`config.mk`:
```
export PLATFORM = sky130hd
export DESIGN_NAME = load_store_unit
export DESIGN_NICKNAME = d
export VERILOG_FILES = /design/src/rtl/load_store_unit.sv
export SDC_FILE = /design/constraint.sdc
export NUM_CORES = 1
export LEC_CHECK = 0
export ABC_AREA = 1
export ABC_CLOCK_PERIOD_IN_PS = 2200
export CAP_MARGIN = 20
export CORE_MARGIN = 5
export CORE_UTILIZATION = 48
export DETAILED_ROUTE_END_ITERATION = 10
export GPL_ROUTABILITY_DRIVEN = 0
export MAX_ROUTING_LAYER = met4
export PLACE_DENSITY_LB_ADDON = 0.25
export RECOVER_POWER = 100
export SETUP_SLACK_MARGIN = 0.02
export SLEW_MARGIN = 20
export SYNTH_ARGS = -nofsm -noshare
export SYNTH_HDL_FRONTEND = slang
export SYNTH_SLANG_ARGS = --single-unit
export TNS_END_PERCENT = 1
```
`constraint.sdc`:
```
create_clock -name clk -period 2.2 [get_ports clk]
set_input_delay 0.22 -clock clk [delete_from_list [all_inputs] [get_ports clk]]
set_output_delay 0.22 -clock clk [all_outputs]
set_load 0.01 [all_outputs]
```
`src/rtl/load_store_unit.sv`:
```
// MEM-stage load/store unit: lane-select loads with sign/zero extension, and byte/half stores
// done as a read-merge-write. Optional word-index bounds check under macro LSU_RANGE_CHECK_EN.
module load_store_unit #(
  parameter int unsigned MEM_WORDS = 1028
) (
  input  logic        clk,
  input  logic        resetN,
  input  logic        req_valid,
  input  logic        req_write,
  input  logic [1:0]  req_size,
  input  logic        req_unsigned,
  input  logic [31:0] req_addr,
  input  logic [31:0] req_wdata,
  output logic        stall,
  output logic        ld_valid,
  output logic [31:0] ld_data,
  output logic        misalign,
  output logic        range_err,
  output logic [31:0] mem_addr,
  output logic [31:0] mem_wdata,
  output logic        mem_write,
  output logic        mem_read,
  input  logic [31:0] mem_rdata
);

`ifdef LSU_RANGE_CHECK_EN
  localparam bit RangeCheck = 1'b1;
`else
  localparam bit RangeCheck = 1'b0;
`endif

  typedef enum logic [0:0] {StIdle, StWrite} state_e;

  state_e      state_q, state_d;
  logic [31:0] ld_data_q, ld_data_d;
  logic        ld_valid_q, ld_valid_d;
  logic        misalign_q, misalign_d;
  logic        range_err_q, range_err_d;
  logic [31:0] widx_q, widx_d;
  logic [31:0] wdata_q, wdata_d;

  logic [31:0] word_idx;
  logic        misaligned;
  logic        out_of_range;
  logic [7:0]  lane_b;
  logic [15:0] lane_h;
  logic [31:0] load_ext;
  logic [31:0] merged;
  logic        rd, wr, st;

  assign word_idx     = {2'b00, req_addr[31:2]};
  assign misaligned   = (req_size == 2'b11) ||
                        (req_size == 2'b01 && req_addr[0]) ||
                        (req_size == 2'b10 && req_addr[1:0] != 2'b00);
  assign out_of_range = RangeCheck && (word_idx >= MEM_WORDS);

  assign lane_b = mem_rdata[{req_addr[1:0], 3'b000} +: 8];
  assign lane_h = req_addr[1] ? mem_rdata[31:16] : mem_rdata[15:0];

  always_comb begin
    load_ext = mem_rdata;
    merged   = mem_rdata;
    unique case (req_size)
      2'b00: begin
        load_ext = {{24{~req_unsigned & lane_b[7]}}, lane_b};
        merged[{req_addr[1:0], 3'b000} +: 8] = req_wdata[7:0];
      end
      2'b01: begin
        load_ext = {{16{~req_unsigned & lane_h[15]}}, lane_h};
        merged[{req_addr[1], 4'b0000} +: 16] = req_wdata[15:0];
      end
      default: ;
    endcase
  end

  always_comb begin
    state_d     = state_q;
    ld_data_d   = ld_data_q;
    ld_valid_d  = 1'b0;
    misalign_d  = 1'b0;
    range_err_d = 1'b0;
    widx_d      = widx_q;
    wdata_d     = wdata_q;
    rd          = 1'b0;
    wr          = 1'b0;
    st          = 1'b0;
    mem_addr    = word_idx;
    mem_wdata   = req_wdata;
    unique case (state_q)
      StIdle: begin
        if (req_valid) begin
          if (misaligned) begin
            misalign_d = 1'b1;
          end else if (out_of_range) begin
            range_err_d = 1'b1;
          end else if (!req_write) begin
            rd         = 1'b1;
            ld_valid_d = 1'b1;
            ld_data_d  = load_ext;
          end else if (req_size == 2'b10) begin
            wr = 1'b1;
          end else begin
            // Sub-word store: read the word now, write the merged word next cycle.
            rd      = 1'b1;
            st      = 1'b1;
            widx_d  = word_idx;
            wdata_d = merged;
            state_d = StWrite;
          end
        end
      end
      StWrite: begin
        mem_addr  = widx_q;
        mem_wdata = wdata_q;
        wr        = 1'b1;
        state_d   = StIdle;
      end
    endcase
  end

  // Reset gates the memory strobes immediately, dropping any pending merged write.
  assign mem_read  = rd & resetN;
  assign mem_write = wr & resetN;
  assign stall     = st & resetN;

  always_ff @(posedge clk) begin
    if (!resetN) begin
      state_q     <= StIdle;
      ld_data_q   <= 32'h0;
      ld_valid_q  <= 1'b0;
      misalign_q  <= 1'b0;
      range_err_q <= 1'b0;
      widx_q      <= 32'h0;
      wdata_q     <= 32'h0;
    end else begin
      state_q     <= state_d;
      ld_data_q   <= ld_data_d;
      ld_valid_q  <= ld_valid_d;
      misalign_q  <= misalign_d;
      range_err_q <= range_err_d;
      widx_q      <= widx_d;
      wdata_q     <= wdata_d;
    end
  end

  assign ld_data   = ld_data_q;
  assign ld_valid  = ld_valid_q;
  assign misalign  = misalign_q;
  assign range_err = range_err_q;

endmodule

```
Word-level counts from Yosys, hierarchy flattened
Index checks and enable logic that the tools add are counted.
{"block": "word_totals", "inputBits": 103, "register_bits": 97}
{"block": "op_classes", "mux": 24, "n_reduce_logical": 10, "n_eq_ne": 3, "n_addsub": 2, "bitwise_logic": 12, "n_shift": 5}
{"operator": "$pmux W32 S2", "n": 2}
{"operator": "$bwmux W32", "n": 2}
{"operator": "$mux W32", "n": 1}
{"operator": "$shift A16 B7 Y32 const A", "n": 1}
{"operator": "$shift A8 B7 Y32 const A", "n": 1}
{"operator": "$shiftx A16 B7 Y32", "n": 1}
{"operator": "$shiftx A32 B6 Y8", "n": 1}
{"operator": "$shiftx A8 B7 Y32", "n": 1}
{"operator": "$mux W30", "n": 1}
{"operator": "$mux W16", "n": 1}
{"operator": "$mux W1", "n": 15}
{"operator": "$neg A5 Y7", "n": 2}
{"operator": "$not A1 Y1", "n": 7}
{"operator": "$and A1 B1 Y1", "n": 5}
{"operator": "$reduce_and A5 Y1", "n": 1}
{"operator": "$eq A2 B2 Y1 const B", "n": 2}
{"operator": "$pmux W1 S2", "n": 2}
{"operator": "$reduce_and A4 Y1", "n": 1}
{"operator": "$reduce_or A4 Y1", "n": 1}
{"operator": "$reduce_or A3 Y1", "n": 1}
{"operator": "$eq A2 B1 Y1 const B", "n": 1}
{"operator": "$logic_and A1 B1 Y1", "n": 2}
{"operator": "$logic_not A2 Y1", "n": 1}
{"operator": "$logic_or A1 B1 Y1", "n": 2}
{"operator": "$reduce_bool A2 Y1", "n": 1}

Logic depth before layout (Yosys ltp)
Gate-level depths: netlist of run 1.
{"block": "logic_depth", "depth_word": 8, "depth_mapped": 12, "depth_no_buf": 10}

Worst setup path before layout of run 1
No wires, ideal clock.
{"block": "synth_path", "path_type": "in2reg", "from": "input port req_addr[1]", "to": "register ld_data_q[14], in the netlist ld_data[14]", "arrival_time_ns": 1.512, "required_time_ns": 2.091, "stages": 12, "setup_time_ns": 0.109, "path_buffers": 3, "slack_ns": 0.579, "path_cell_list": "buf_2 -> inv_2 -> ha_1 -> inv_2 -> buf_6 -> nand3_4 -> nand3_4 -> nor2_8 -> buf_8 -> nand3_1 -> nand2_1 -> inv_1"}
{"block": "synth_between", "elab_chain_cells": 5, "word_cells_on_any_way": 9}
{"item": "start: declaration", "line_no": "12", "rtl": "input logic [31:0] req_addr,"}
{"item": "branches (longest 5 deep; another with $shiftx A32 B6 Y8)"}
{"item": "end signal: assignment", "line_no": "137", "rtl": "ld_data_q <= ld_data_d;"}
{"item": "end: declaration", "line_no": "35", "rtl": "logic [31:0] ld_data_q, ld_data_d;"}
Parallel ways; which one is timed is not known.
A chain may end at the register's enable or synchronous reset.

Final worst setup path of run 1
{"block": "layout_path", "from": "register state_q", "to": "output port stall"}
{"block": "layout_between", "elab_chain_cells": 2}
{"item": "start: declaration", "line_no": "34", "rtl": "state_e state_q, state_d;"}
{"item": "start signal: assignment", "line_no": "128", "rtl": "state_q <= StIdle;"}
{"item": "start signal: assignment", "line_no": "136", "rtl": "state_q <= state_d;"}
{"item": "$mux W1", "line_no": "89", "rtl": "unique case (state_q)"}
{"item": "$and A1 B1 Y1", "line_no": "124", "rtl": "assign stall = st & resetN;"}
{"item": "end: declaration", "line_no": "14", "rtl": "output logic stall,"}
No other way between the ends.

==> key figures, run 1 <==
Critical path
  • CP required: 1980 ps
  • Largest delay contributor family on the critical path: buffers and inverters
  • CP peak stage delay: 580 ps
  • Critical path endpoint category: output pin
  • Crit path buffers/inverters: 2
  • Arrival time worst endpoint: between 1500 and 2000 ps
  • Critical path class: flop to output pin
  • R2R setup slack: 170 ps
  • Crit Path Max Fanout: 5
  • Slowest cell on the critical path: clkdlybuf4s50_1
  • Critical path startpoint category: flop
  • Crit path cell chain: buf_4 -> nor2_4 -> nand3_4 -> nor2_1 -> clkdlybuf4s50_1

Placed design
  • DP Wirelength: roughly 16000 um
  • Port bufs: 201
  • Placed cell areas: just under 9000 sq um

Status
  • Outcome: complete, no violations

Final layout
  • Most common cell after layout, fill and taps aside: nand2_1
  • Fraction of layout cells with a size suffix above 1: 7.69%
  • Area delta synth->final: 38.9%
  • Fillers: 1187
  • N_diodes: 0
  • Most frequent cells in the layout: 381 x nand2_1, 166 x clkdlybuf4s50_1, 145 x inv_1
  • Final core utilization: 68.0%
  • Final Cell Area: between 9000 and 10000 sq um
  • Nets: 1379
  • Register area: 1940 sq um
  • Footprint of the multi-input gates: between 3000 and 4000 sq um

Die
  • Initial core utilization: 49.0%
  • Core area: around 13000 sq um
  • DIE AREA: 16000 sq um
  • Core Rows: 42
  • Die height: 126 um
  • Top Ports: 205
  • Die width: 126 um

Route
  • DRT Wirelength: about 22000 um
  • Post-route DRC: 0
  • Via count: 7624
  • Wire per inst: 15.1 um
  • 1st-iter DRT viols: a little under 800
  • Average vias per placed instance: 5.26
  • TritonRoute pass-1 iters: 5
  • Post-route ant nets: 0

CTS
  • Post-CTS setup buffers: 0
  • Clock buffer count from CTS: 9
  • Clock Latency Late Sink: ~350 ps
  • Clk buf depth: 2
  • Worst-path clk slew: roughly 70 ps
  • Post-CTS Hold Fix Bufs: 0
  • Clock Sinks: 97
  • CTS Root Buffer Type: clkbuf_16
  • H-tree Lvls: 3
  • CTS tree: yes

Timing
  • Fin Hold WS: ~210 ps
  • Max-slew headroom: between 40% and 50%
  • Minimum clock period: 2150 ps
  • Max frequency: 466 MHz
  • Max Slew Vio Count: 0
  • Tightest Pin Transition: 853 ps
  • # setup viols final: 0
  • Period utilization: a little over nine tenths
  • Worst Skew: about 4.6 ps
  • Final hold violations: 0
  • RSZ-0062 raised after global routing: yes

Global routing
  • Pin count of the biggest net entering global routing: 98
  • Gr usage total: a little over a quarter
  • First-pass GRT wire length: 34400 um
  • Vias in the first global route: 6914
  • GRT Residual Overflow: 0
  • Initial antenna violation count: 0

Logic synthesis
  • Ys Warns: 0
  • Synthesized cell area: 6510 sq um
  • Post-synthesis cell type count: 33
  • Seq/Total Area, Yosys: 29.8%
  • Synth Flop Type: dfxtp_1
  • Post-synth ARST share: 0%
  • Synthesized area per cell: 5.99 sq um
  • Cells after Synth: 1086
  • Post-synth EDFFs: 0
  • Count of state elements after synthesis: 97

Pwr
  • VDD IR max: 302 uV
  • Lkg Pwr: 4.38 nW
  • Pwr dens: about 530 nW/um^2

Job
  • Max-cap violations: 0

Min path
  • Hold Path Class: primary input to flop
-- metal layers --
layer	GRT usage, %	vias to the layer above	wire length [um]
li1	-	3783	-
met1	34.2	3372	8850
met2	43.3	408	10200
met3	4.96	61	2210
met4	10.3	0	621
met5	-	-	0
-- logic make-up after synthesis --
kind of cell | count (synthesis) | synth area share (%)
AND/OR/NAND/NOR | 483 | 30.6
other | 1 | 0.0576
AO/OA/AOI/OAI | 276 | 23.6
adder cells (fa/ha/maj) | 5 | 0.961
flip-flops | 97 | 29.8
buffers and inverters | 224 | 14.9
-- worst reg2reg max path, delay by kind of cell, from the launching register on --
kind	cells	cell delay, ps
buffers and inverters	3	1050
flip-flops	1	420
AO/OA/AOI/OAI	2	350
AND/OR/NAND/NOR	2	150
-- synthesized netlist by cell type (4+ instances only) --
cell	number	share of area (%)
buf_4	6	0.69
o211ai_1	21	2.4
dfxtp_1	97	30
buf_2	31	2.4
nor2_1	53	3.1
o21ai_1	4	0.31
nand3_2	4	0.62
a21oi_1	81	6.2
nand4_1	4	0.38
inv_1	146	8.4
o21ai_0	129	9.9
inv_2	6	0.35
ha_1	5	0.96
nand2_1	381	22
clkbuf_1	22	1.3
o22ai_1	16	1.5
a21boi_0	8	0.92
a21oi_2	17	2.3
buf_6	7	1.2
nand3_1	25	1.9
-- registers in the layout, indices dropped and copies added (netlist names) --
signal / cells
misalign: 1
widx_q: 30
state_q: 1
ld_data: 32
ld_valid: 1
wdata_q: 32
-- report_power, final --
part / internal [mW] / switching, mW
logic: 0.580 / 0.675
clock network: 0.935 / 0.689
registers: 1.84 / 0.0337
-- repair_timing --
item                                    4_1_cts  5_1_grt
endpoints found under the setup margin       14        4
gates resized for setup                       4        1
hold endpoints to repair                      0        0
-- final timing paths --
kind | from | end | cells after the start
max | state_q$_SDFF_PN0_ | stall | 5
min | resetN | state_q$_SDFF_PN0_ | 3
max reg2reg | state_q$_SDFF_PN0_ | widx_q[9]$_SDFFE_PN0P_ | 7
min reg2reg | widx_q[15]$_SDFFE_PN0P_ | widx_q[15]$_SDFFE_PN0P_ | 2
-- per-stage QoR --
| step | setup slack [ps] | setup TNS [ps] | instances | power [mW] |
|---|---|---|---|---|
| 6_report | 53.3 | 0 | 1450 | 4.76 |
| 4_1_cts | 41.6 | 0 | 1450 | 4.77 |
| 5_1_grt | -1.07 | -1.07 | 1450 | 4.97 |
| 3_3_place_gp | 45.4 | 0 | 1436 | 3.16 |
| 2_1_floorplan | 579 | 0 | 1088 | 2.54 |
| 3_5_place_dp | 0.184 | 0 | 1436 | 3.17 |
-- layout make-up --
cell class	count	share of cell area (%)
well taps	176	2.44
clock buffers	12	2.84
flip-flops and latches	97	21.5
inverters	154	6.45
clock inverters	2	0.429
repair buffers	242	26.4
multi-input cells	767	40.0
(Power assumes the default switching activity.)
==> run 2: changes to the inputs <==
- GPL_TIMING_DRIVEN: unset -> 0
==> key figures, run 2 (synthesis results as in run 1) <==
Status
  • Outcome: finished, violations left
  • Violated checks: negative setup slack

Final layout
  • Register area: ~2000 sq um
  • N_diodes: 0
  • Footprint of the multi-input gates: 3600 sq um
  • Most frequent cells in the layout: 381 x nand2_1, 146 x inv_1, 122 x o21ai_0
  • Nets: 1408
  • Most common cell after layout, fill and taps aside: nand2_1
  • Area delta synth->final: 37.7%
  • Fraction of layout cells with a size suffix above 1: 8.05%
  • Fillers: 1254
  • Final core utilization: between 60% and 70%

Route
  • WL met2: 10900 um
  • TritonRoute pass-1 iters: 6
  • DRT Wirelength: 24600 um
  • Via count: 8034
  • 1st-iter DRT viols: 906
  • Top routing layer in use: met4
  • Average vias per placed instance: 5.42
  • DR WL met3: 3040 um
  • Post-route ant nets: 0
  • Wire per inst: 16.6 um
  • M1 WL: 9520 um
  • Post-route DRC: 0

Critical path
  • Critical path startpoint category: flop
  • Critical path class: flop to output pin
  • R2R setup slack: about 420 ps
  • Crit Path Max Fanout: 10
  • Worst reg2reg startpoint: state_q$_SDFF_PN0_
  • Reg2Reg Depth: 6
  • CP required: 1980 ps
  • Crit path capture: mem_wdata[9]
  • CP peak stage delay: between 600 and 700 ps
  • Critical path endpoint category: output pin
  • Crit path cell chain: buf_4 -> clkbuf_2 -> o21ai_0 -> clkdlybuf4s50_1
  • Reg-to-Reg End: ld_data[21]$_SDFFE_PN0P_
  • Arrival time worst endpoint: 1980 ps
  • Slowest cell on the critical path: clkdlybuf4s50_1
  • Crit path launch: state_q$_SDFF_PN0_

Pwr
  • Switching power: 1.52 mW
  • Sw Ratio: a little under a third
  • Tot Pwr: 4.79 mW
  • VDD IR max: 408 uV
  • Sequential share of power: a little under 40%
  • Clock share of power: 35.0%
  • Pwr dens: 535 nW/um^2
  • Comb pwr share: 25.8%
  • Lkg Pwr: around 4.4 nW
  • Pint: 3.28 mW

Die
  • Core area: 13300 sq um
  • Die height: 126 um
  • Top Ports: 205
  • Die width: approximately 130 um
  • Core Rows: 42
  • DIE AREA: 16000 sq um
  • Initial core utilization: 49.0%

Timing
  • Minimum clock period: about 2200 ps
  • Tightest Pin Transition: 630 ps
  • Max-slew headroom: between 50% and 60%
  • Max frequency: 454 MHz
  • Period utilization: 100%
  • Worst Skew: 5.71 ps
  • Final hold violations: 0
  • RSZ-0062 raised after global routing: yes
  • Final worst slack: -3.44 ps
  • # setup viols final: 1
  • Max Slew Vio Count: 0

CTS
  • CTS tree: yes
  • Clock buffer count from CTS: 9
  • CTS Root Buffer Type: clkbuf_16
  • Post-CTS Hold Fix Bufs: 0
  • Worst-path clk slew: 70 ps
  • H-tree Lvls: 3
  • Clock Latency Late Sink: 360 ps
  • Clock Sinks: 97
  • Clk buf depth: 2

Global routing
  • GRT Residual Overflow: 0
  • Gr usage total: 30.5%
  • Initial antenna violation count: 0
  • Pin count of the biggest net entering global routing: 19
  • Vias in the first global route: ~7700
  • First-pass GRT wire length: 38200 um

Placed design
  • DP Wirelength: 19000 um
  • Port bufs: 201
  • Pre-CTS setup slack: -575 ps

Job
  • Max-cap violations: 0

Min path
  • Hold Path Class: flop to flop
[run 2: cell types whose count changed in the layout (fill, tap and decap cells not counted), sizes merged, moves of 2 or more]
cell	delta
clkdlybuf4s25	+2
clkinv	+2
clkbuf	+43
dlygate4sd2	+22
clkdlybuf4s15	+2
clkdlybuf4s50	-46
buf	-4
dlymetal6s2s	+3
dlygate4sd3	+4
inv	+2
[run 2: through the flow]
stage / cell area (sq um) / hold WS, ps / TNS [ps] / std cells
after global placement: 8750 / 433 / -10590 / 1465
after floorplan: 6520 / 385 / 0 / 1088
final: 8960 / 448 / -3.44 / 1481
after global routing: 8960 / 463 / -438 / 1481
after detailed placement: 8750 / 440 / -13420 / 1465
after CTS: 9090 / 451 / -7.52 / 1481
[run 2: what timing repair did]
item                                   4_1_cts  5_1_grt
setup endpoints to repair                   68       32
endpoints found under the hold margin        0        0
setup buffers                                0        0
resized for setup                           53       29
[run 2: final cells by class]
type	count	area share (%)
well taps	176	2.46
inverters	154	6.53
clock inverters	7	0.991
repair buffers	201	21.2
flip-flops and latches	97	21.7
plain buffers	70	4.54
clock buffers	9	2.51
multi-input cells	767	40.1
[run 2: routing by layer]
| layer | global-route usage, % | vias to the layer above |
|---|---|---|
| met1 | 37.5 | 3577 |
| met4 | 13.1 | 0 |
| met5 | - | - |
| met3 | 8.58 | 93 |
| li1 | - | 3856 |
| met2 | 46.9 | 508 |
[run 2: power groups by stage]
stage | registers (mW) | clock network, mW | logic, mW
detailed placement | 1.92 | 0 | 1.26
floorplan | 1.93 | 0 | 0.615
CTS | 1.88 | 1.69 | 1.26
finish | 1.87 | 1.68 | 1.24
global placement | 1.91 | 0 | 1.25
global route | 1.88 | 1.76 | 1.35
[run 2: worst min-delay path by stage]
| stage | slack [ps] | cells after the start | to | start |
|---|---|---|---|---|
| finish | 450 | 2 | widx_q[24]$_SDFFE_PN0P_ | widx_q[24]$_SDFFE_PN0P_ |
| detailed placement | 440 | 2 | widx_q[14]$_SDFFE_PN0P_ | widx_q[14]$_SDFFE_PN0P_ |
| CTS | 450 | 2 | widx_q[14]$_SDFFE_PN0P_ | widx_q[14]$_SDFFE_PN0P_ |
| global placement | 430 | 2 | widx_q[1]$_SDFFE_PN0P_ | widx_q[1]$_SDFFE_PN0P_ |
| floorplan | 390 | 2 | misalign$_SDFF_PP0_ | resetN |
| global route | 460 | 2 | widx_q[24]$_SDFFE_PN0P_ | widx_q[24]$_SDFFE_PN0P_ |
[run 2: worst max-delay path, delay by kind of cell, from the launching register on]
family,cells,cell delay [ps]
flops,1,300
buf+inv,3,1000
compound gates,1,330
